[config.mk]
export PLATFORM = sky130hd
export DESIGN_NAME = neuron_act_unit
export DESIGN_NICKNAME = d
export VERILOG_FILES = /design/src/rtl/neuron_act_unit.sv
export SDC_FILE = /design/constraint.sdc
export NUM_CORES = 1
export LEC_CHECK = 0
export ABC_AREA = 1
export BUFFER_PORTS_ARGS = -buffer_cell sky130_fd_sc_hd__buf_4
export CAP_MARGIN = 20
export CORE_MARGIN = 3
export CORE_UTILIZATION = 47
export CTS_BUF_LIST = sky130_fd_sc_hd__clkbuf_2
export CTS_CLUSTER_SIZE = 30
export DETAILED_ROUTE_END_ITERATION = 8
export HOLD_SLACK_MARGIN = 0.05
export PLACE_DENSITY = 0.79
export SLEW_MARGIN = 20
export SYNTH_ARGS = -nofsm -noshare
export SYNTH_HDL_FRONTEND = slang
export SYNTH_SLANG_ARGS = --single-unit
[constraint.sdc]
create_clock -name clk -period 0.8 [get_ports clk]
set_clock_uncertainty 0.1 [all_clocks]
set_input_delay 0.08 -clock clk [delete_from_list [all_inputs] [get_ports clk]]
set_output_delay 0.08 -clock clk [all_outputs]
set_load 0.1 [all_outputs]
[src/rtl/neuron_act_unit.sv]
// -----------------------------------------------------------------------------
// neuron_act_unit
//
// Activation stage placed after a neuron's multiply-accumulate. It takes the
// signed 2*DATA_WIDTH accumulator and returns a DATA_WIDTH activation exactly
// one clock later. The activation function is fixed at elaboration through
// ACT_TYPE:
//   "relu"            ReLU, saturating positive overflow to 2^(DATA_WIDTH-1)-1
//   "sigmoid_nor"     sigmoid from a 2^S entry ROM indexed by the signed slice x
//   "sigmoid_LU_half" sigmoid from a 2^(S-1) entry ROM, using
//                     sigmoid(-v) = 1 - sigmoid(v) for negative inputs
//   "dummy"           pass the activation slice straight through
// Sigmoid outputs are unsigned Q1.(DATA_WIDTH-1), so 1.0 = 2^(DATA_WIDTH-1).
// ROM contents come from a constant function evaluated at elaboration.
//
// Optional build macro ACT_SAT_EN: when defined, the sigmoid index x and the
// dummy pass-through value saturate whenever the accumulator does not fit the
// slice; when undefined those slices simply wrap. ReLU always saturates.
//
// Ports:
//   clk        in   clock
//   rst        in   asynchronous, active-high reset
//   in_valid   in   sum is valid this cycle
//   sum        in   [2*DATA_WIDTH-1:0] signed accumulator value
//   out        out  [DATA_WIDTH-1:0] activation result (registered)
//   out_valid  out  out is valid (in_valid delayed by one clock)
// -----------------------------------------------------------------------------
module neuron_act_unit #(
    parameter int    DATA_WIDTH       = 16,
    parameter int    WEIGHT_INT_WIDTH = 4,
    parameter int    SIGMOID_SIZE     = 5,
    parameter string ACT_TYPE         = "sigmoid_LU_half"
) (
    input  logic                    clk,
    input  logic                    rst,
    input  logic                    in_valid,
    input  logic [2*DATA_WIDTH-1:0] sum,
    output logic [DATA_WIDTH-1:0]   out,
    output logic                    out_valid
);

    localparam int SW        = 2 * DATA_WIDTH;
    localparam int S         = SIGMOID_SIZE;
    localparam int FULL_N    = 2 ** S;
    localparam int HALF_N    = 2 ** (S - 1);
    // MSB of both the activation slice P and the sigmoid index x
    localparam int X_MSB     = SW - 1 - WEIGHT_INT_WIDTH;
    // Table index x represents the real value x / 2^FRAC_BITS
    localparam int FRAC_BITS = S - WEIGHT_INT_WIDTH;

    localparam logic [DATA_WIDTH-1:0] ONE_Q   = {1'b1, {(DATA_WIDTH-1){1'b0}}};
    localparam logic [DATA_WIDTH-1:0] MAX_POS = {1'b0, {(DATA_WIDTH-1){1'b1}}};

    logic [DATA_WIDTH-1:0] out_d;
    logic [DATA_WIDTH-1:0] out_q;
    logic                  out_valid_q;

    // Not every accumulator bit feeds every activation mode.
    logic unused_sum_s;
    assign unused_sum_s = ^sum;

    // -------------------------------------------------------------------------
    // Sigmoid table entry for signed index xi:
    //   round(sigmoid(xi / 2^FRAC_BITS) * 2^(DATA_WIDTH-1))
    // exp() is a Taylor series on |v| (converges quickly for the table's range);
    // the sign is folded back in through the sigmoid symmetry.
    // -------------------------------------------------------------------------
    function automatic int sig_entry(input int xi);
        real v;
        real a;
        real term;
        real e;
        real y;
        real scale;
        real one_q;
        scale = 1.0;
        for (int k = 0; k < FRAC_BITS; k++) begin
            scale = scale * 2.0;
        end
        one_q = 1.0;
        for (int k = 0; k < DATA_WIDTH - 1; k++) begin
            one_q = one_q * 2.0;
        end
        v = real'(xi) / scale;
        a = (v < 0.0) ? -v : v;
        term = 1.0;
        e    = 1.0;
        for (int k = 1; k < 64; k++) begin
            term = term * a / real'(k);
            e    = e + term;
        end
        y = (v < 0.0) ? (1.0 / (1.0 + e)) : (e / (1.0 + e));
        // Entries are non-negative, so +0.5 then truncate rounds to nearest.
        return $rtoi(y * one_q + 0.5);
    endfunction

    // Signed sigmoid index x, optionally clamped when sum overflows the slice.
    // The guard bits sum[SW-2 : X_MSB] must all equal the sign for x to be exact.
    function automatic logic [S-1:0] slice_x(input logic [SW-1:0] v);
        logic [S-1:0] x;
        x = v[X_MSB -: S];
`ifdef ACT_SAT_EN
        if (!v[SW-1] && (|v[SW-2 -: WEIGHT_INT_WIDTH])) begin
            x = {1'b0, {(S-1){1'b1}}};
        end else if (v[SW-1] && !(&v[SW-2 -: WEIGHT_INT_WIDTH])) begin
            x = {1'b1, {(S-1){1'b0}}};
        end else begin
            x = v[X_MSB -: S];
        end
`endif
        return x;
    endfunction

    // Pass-through slice P, optionally clamped exactly like x.
    function automatic logic [DATA_WIDTH-1:0] slice_p(input logic [SW-1:0] v);
        logic [DATA_WIDTH-1:0] p;
        p = v[X_MSB -: DATA_WIDTH];
`ifdef ACT_SAT_EN
        if (!v[SW-1] && (|v[SW-2 -: WEIGHT_INT_WIDTH])) begin
            p = MAX_POS;
        end else if (v[SW-1] && !(&v[SW-2 -: WEIGHT_INT_WIDTH])) begin
            p = ONE_Q;
        end else begin
            p = v[X_MSB -: DATA_WIDTH];
        end
`endif
        return p;
    endfunction

    // ReLU: negatives clamp to zero, positives beyond the slice clamp to max.
    function automatic logic [DATA_WIDTH-1:0] relu_f(input logic [SW-1:0] v);
        logic [DATA_WIDTH-1:0] r;
        if (v[SW-1]) begin
            r = {DATA_WIDTH{1'b0}};
        end else if (|v[SW-2 -: WEIGHT_INT_WIDTH]) begin
            r = MAX_POS;
        end else begin
            r = v[X_MSB -: DATA_WIDTH];
        end
        return r;
    endfunction

    // -------------------------------------------------------------------------
    // Mode-specific next-state logic
    // -------------------------------------------------------------------------
    if (ACT_TYPE == "relu") begin : g_relu

        // ReLU with saturation.
        always_comb begin
            out_d = relu_f(sum);
        end

    end else if (ACT_TYPE == "sigmoid_nor") begin : g_sig_nor

        logic [DATA_WIDTH-1:0] rom_s [FULL_N];
        logic [S-1:0]          x_s;
        logic [S-1:0]          idx_s;

        for (genvar gi = 0; gi < FULL_N; gi++) begin : g_rom
            localparam int ENTRY = sig_entry(gi - HALF_N);
            assign rom_s[gi] = ENTRY[DATA_WIDTH-1:0];
        end

        // Full-table lookup; x + 2^(S-1) is x with its sign bit inverted.
        always_comb begin
            x_s   = slice_x(sum);
            idx_s = {~x_s[S-1], x_s[S-2:0]};
            out_d = rom_s[idx_s];
        end

    end else if (ACT_TYPE == "sigmoid_LU_half") begin : g_sig_half

        logic [DATA_WIDTH-1:0] rom_s [HALF_N];
        logic [S-1:0]          x_s;
        logic [S-1:0]          mag_s;
        logic [S-2:0]          idx_s;
        logic [DATA_WIDTH-1:0] h_s;

        for (genvar gi = 0; gi < HALF_N; gi++) begin : g_rom
            localparam int ENTRY = sig_entry(gi);
            assign rom_s[gi] = ENTRY[DATA_WIDTH-1:0];
        end

        // Half-table lookup on |x|; negative inputs return 1.0 - H[|x|].
        // |x| = 2^(S-1) (x most negative) has no entry and uses the last one.
        always_comb begin
            x_s   = slice_x(sum);
            mag_s = sum[SW-1] ? -x_s : x_s;
            if (mag_s[S-1]) begin
                idx_s = {(S-1){1'b1}};
            end else begin
                idx_s = mag_s[S-2:0];
            end
            h_s = rom_s[idx_s];
            if (sum[SW-1]) begin
                out_d = ONE_Q - h_s;
            end else begin
                out_d = h_s;
            end
        end

    end else if (ACT_TYPE == "dummy") begin : g_dummy

        // Plain pass-through of the activation slice.
        always_comb begin
            out_d = slice_p(sum);
        end

    end else begin : g_bad_type

        $error("neuron_act_unit: unsupported ACT_TYPE \"%s\"", ACT_TYPE);

        // Drive a defined value; elaboration stops on the error above.
        always_comb begin
            out_d = {DATA_WIDTH{1'b0}};
        end

    end

    // -------------------------------------------------------------------------
    // Output registers
    // -------------------------------------------------------------------------

    // Result and valid pipeline stage; out follows sum every cycle, valid qualifies it.
    always_ff @(posedge clk or posedge rst) begin
        if (rst) begin
            out_q       <= {DATA_WIDTH{1'b0}};
            out_valid_q <= 1'b0;
        end else begin
            out_q       <= out_d;
            out_valid_q <= in_valid;
        end
    end

    assign out       = out_q;
    assign out_valid = out_valid_q;

endmodule

After elaboration in Yosys (flattened, before gate mapping)
Memories as Yosys holds them, arrays and structs flattened.
Index checks and enable logic that the tools add are counted.
- logic and storage cells: 12
- memories: 1
- output and inout port bits: 17
- register bits: 17
- memory bits (read-only): 256
- bits of input ports: 35
- $add $sub $neg: 2
- mux-type cells: 5
- magnitude comparators: 1
- bitwise operators: 1
- memories (name ; depth ; width ; read ports ; clocked after Yosys merged registers in ; write ports ; RTL line ; source):
    (no name shown) ; 16 ; 16 ; 1 ; 0 ; 0 ; 194 ; h_s = rom_s[idx_s];
- operators by type and width (kind ; number):
    16-bit 2-to-1 mux ; 3
    16-bit subtractor (first input constant) ; 1
    5-bit >= comparator (second input constant) ; 1
    5-bit 2-to-1 mux ; 1
    5-bit negator ; 1
    4-bit NOT with 5-bit output ; 1
    4-bit 2-to-1 mux ; 1

Logic depth before layout (Yosys ltp)
- word-level depth: 9
- depth in mapped cells: 21
- depth with buffers taken out: 21

Worst setup path before layout
OpenSTA, ideal clock, no wires.
- path type: input-to-reg
- from: input sum[23]
- to: register out_q[6], in the netlist out[6]
- data required time: 0.582 ns
- path slack: -1.746 ns
- data arrival time: 2.327 ns
- setup time: 0.118 ns
- path buffers: 0
- cell stages on the path: 19
- path through: inv_1 -> ha_1 -> nand2_2 -> nand3_4 -> nand3_1 -> inv_1 -> ha_1 -> inv_1 -> nand4_1 -> nand2_1 -> nand2_1 -> nand2_2 -> inv_1 -> ha_1 -> nand3_2 -> o21ai_4 -> nand2_2 -> xnor2_1 -> inv_1
- longest elaborated chain between the ends: 9
- ends and longest elaborated chain (item ; RTL line ; source):
    start: declaration ; 37 ; input logic [2*DATA_WIDTH-1:0] sum,
    5-bit negator ; 188 ; mag_s = sum[SW-1] ? -x_s : x_s;
    5-bit 2-to-1 mux * ; 188 ;
    4-bit 2-to-1 mux * ; 189 ; if (mag_s[S-1]) begin
    4-bit NOT with 5-bit output (implied by the code) * ; 194 ;
    memory 16 x 16 bit * ; -- ;
    16-bit 2-to-1 mux (implied by the code) * (2 in a row) ; 194 ;
    via g_sig_half.h_s[0] ; 177 ; logic [DATA_WIDTH-1:0] h_s;
    16-bit subtractor * ; 196 ; out_d = ONE_Q - h_s;
    16-bit 2-to-1 mux * ; 195 ; if (sum[SW-1]) begin
    via out_d[6] ; 54 ; logic [DATA_WIDTH-1:0] out_d;
    end signal: assignment ; 227 ; out_q <= {DATA_WIDTH{1'b0}};
    end signal: assignment ; 230 ; out_q <= out_d;
    end: declaration ; 55 ; logic [DATA_WIDTH-1:0] out_q;
The timed path passes the listed nets; every way through them passes the cells marked *. The select of a mux whose other input is x is not followed.

Worst setup path after layout
- from: input sum[23]
- to: register out_q[11], in the netlist out[11]
- longest elaborated chain between the ends: 9
- ends and longest elaborated chain (item ; RTL line):
    5-bit negator ; 188
    5-bit 2-to-1 mux * ; 188
    4-bit 2-to-1 mux * ; 189
    4-bit NOT with 5-bit output (implied by the code) * ; 194
    memory 16 x 16 bit * ; --
    16-bit 2-to-1 mux (implied by the code) * (2 in a row) ; 194
    16-bit subtractor ; 196
    16-bit 2-to-1 mux * ; 195
    via out_d[11] ; 54
Marks and branches as above.

==> metrics.txt <==
total of max-cap violations 0; root buffer cell clkbuf_2; initial antenna violation count 0; Setup violations, final 31; Nets 332; Routed Antenna Nets 0; Most used DFF post-synth dfrtp_1; Distinct cells, synth 33; Worst Path Required 0.91 ns; top cell type's share of synthesized area 27.30%; CTS sink cnt 16; Ant. Diodes 0; global routing's busiest layer met2; maximum operating frequency 0.3959 GHz; Die Height 61.86 µm; commonest cells in the netlist nand2_1, inv_1, nand3_1; fillcell total 80; RSZ-0062 raised after global routing yes; Initial Utilization 51.40%; Fin. Hold Viols 0; Top Ports 52; met1 track demand over resource 40.78%; fin crit period 2.526 ns; Net Count, Synth 240; Detailed Route WL 8466 µm; Clock transition at path regs 0.21 ns; fin area 2673 µm²; Area contributors post-synth dfrtp_1, nand2_1, ha_1; WS Path Type input pin to register; synthesis-stage register bit count 16; CP startpoint kind input pin; RD Place Congestion 0.8793; Max Buffers Root-to-Sink 2; Die Area 3826 µm²; wire per inst 26.54 µm; first-pass GRT wire length 10,440 µm; PortBufs 24; DRC 0; vias in the first global route 1,971; Post-Synthesis Cell Area 1466 µm²; VDD IR max 944.6 µV; DR iter-0 viols 275; maximum fanout along the worst path 4; drt pass-1 iters 5; Core Util, Final 93.68%; met2 Track Usage GR 63.53%; Power Density 1797 nW/µm²; Placed Area 2202 µm²; M3 GR Usage 10.54%; Synth async-reset ratio 100.0%; Area Overhead vs Synth 82.25%; number of synthesized flops with an enable pin 0; CP Data Arrival Time 2.63 ns; worst setup margin -1.726 ns; drt via density 6.715; gr usage total 38.12%; average size of a mapped cell 7.444 µm²; global route overflow 0; largest net degree at the start of global routing 20; Rows 19; H-Tree Depth 1; Pwr Total 4.803 mW; class of the worst hold path input pin to register; CTS Buf Count 3; vias 2,142; sequential share of the synthesized area 27.30%; leakage power 1.294 nW; Worst Setup End Kind register; most frequent cell after synthesis nand2_1; Core ar. 2853 µm²; fin. max-slew vios 0; DP HPWL 3428 µm; die width 61.86 µm; status finished, violations left; Yosys Warn Count 0; CTS tree yes; fraction of layout cells with a size suffix above 1 62.15%; area leader, netlist dfrtp_1; violated checks setup timing; period utilization 315.7%; Post-Syn Instances 197
layout by cell type (no fill, tap or decap), drive strengths merged:
cell,instances
a21oi,4
and2,1
buf,90
clkbuf,3
clkinv,2
conb,1
dfrtp,16
dlygate4sd3,2
ha,8
inv,31
nand2,59
nand3,24
nand3b,1
nand4,14
nor2,16
nor3,1
o21ai,11
xnor2,3
xor2,1
power by group:
| part | internal (mW) | total [mW] | switching [mW] |
|---|---|---|---|
| clock | 0.109 | 0.448 | 0.339 |
| sequential | 1.00 | 1.12 | 0.119 |
| combinational | 1.19 | 3.24 | 2.05 |
| total | 2.30 | 4.80 | 2.50 |
final timing paths:
kind	start	endpoint	slack [ns]	depth (start not counted)
worst max-delay path	sum[23]	out[11]$_DFF_PP0_	-1.73	15
worst min-delay path	sum[31]	out[2]$_DFF_PP0_	0.19	5
max in group asynchronous	rst	out[2]$_DFF_PP0_	0.18	4
min in group asynchronous	rst	out[4]$_DFF_PP0_	0.25	4
flip-flops by register name (all words and copies together) (netlist names):
signal / cells
out: 15
out_valid: 1
final cells by class:
cell class,count,area [µm²],area share [%]
inverters,32,146.4,5.478
clock inverters,1,3.754,0.1404
multi-input cells,144,1089,40.73
clock buffers,3,15.01,0.5618
flip-flops and latches,16,460.4,17.23
well taps,31,38.79,1.451
repair buffers,92,919.6,34.41
per-stage QoR:
step	setup TNS (ns)	std cells	hold WS (ns)	worst slack, ns
2_1_floorplan	-18.34	197	-0.1059	-1.454
3_5_place_dp	-23.24	298	0.01378	-1.622
6_report	-28.22	319	0.1861	-1.726
4_1_cts	-22.21	311	0.1515	-1.227
3_3_place_gp	-21.76	298	-0.01623	-1.516
5_1_grt	-29.23	319	0.2034	-1.781
per-layer routing:
| layer | vias to the layer above | share of wire (%) |
|---|---|---|
| li1 | 813 | - |
| met1 | 981 | 34 |
| met2 | 257 | 44 |
| met3 | 91 | 12 |
| met4 | 0 | 9.7 |
| met5 | - | 0 |
kinds of logic after synthesis:
family | share of synthesized area [%]
adders and majority gates | 6.826
DFF | 27.30
xor gates and xnor gates | 2.390
AOI/OAI and AO/OA | 7.935
other | 0.2557
and+or+nand+nor | 44.45
buffers and inverters | 10.84
repair_timing:
item	in CTS	in global routing
hold buffers	2	0
gates resized for setup	60	20
buffers inserted	7	8
pin swaps	18	17
setup endpoints to repair	31	31
endpoints found under the hold margin	17	0
critical path, cell delays in order:
cell,delay (ns)
buf_12,0.10
inv_12,0.03
ha_4,0.23
o21ai_4,0.16
nand3_4,0.12
inv_1,0.11
buf_4,0.12
ha_1,0.18
nand4_1,0.22
nand3_1,0.20
nand2_2,0.15
nor2_4,0.19
nand4_1,0.33
nand3_1,0.23
o21ai_0,0.18
Note: power is estimated with default switching activity, not from simulation.
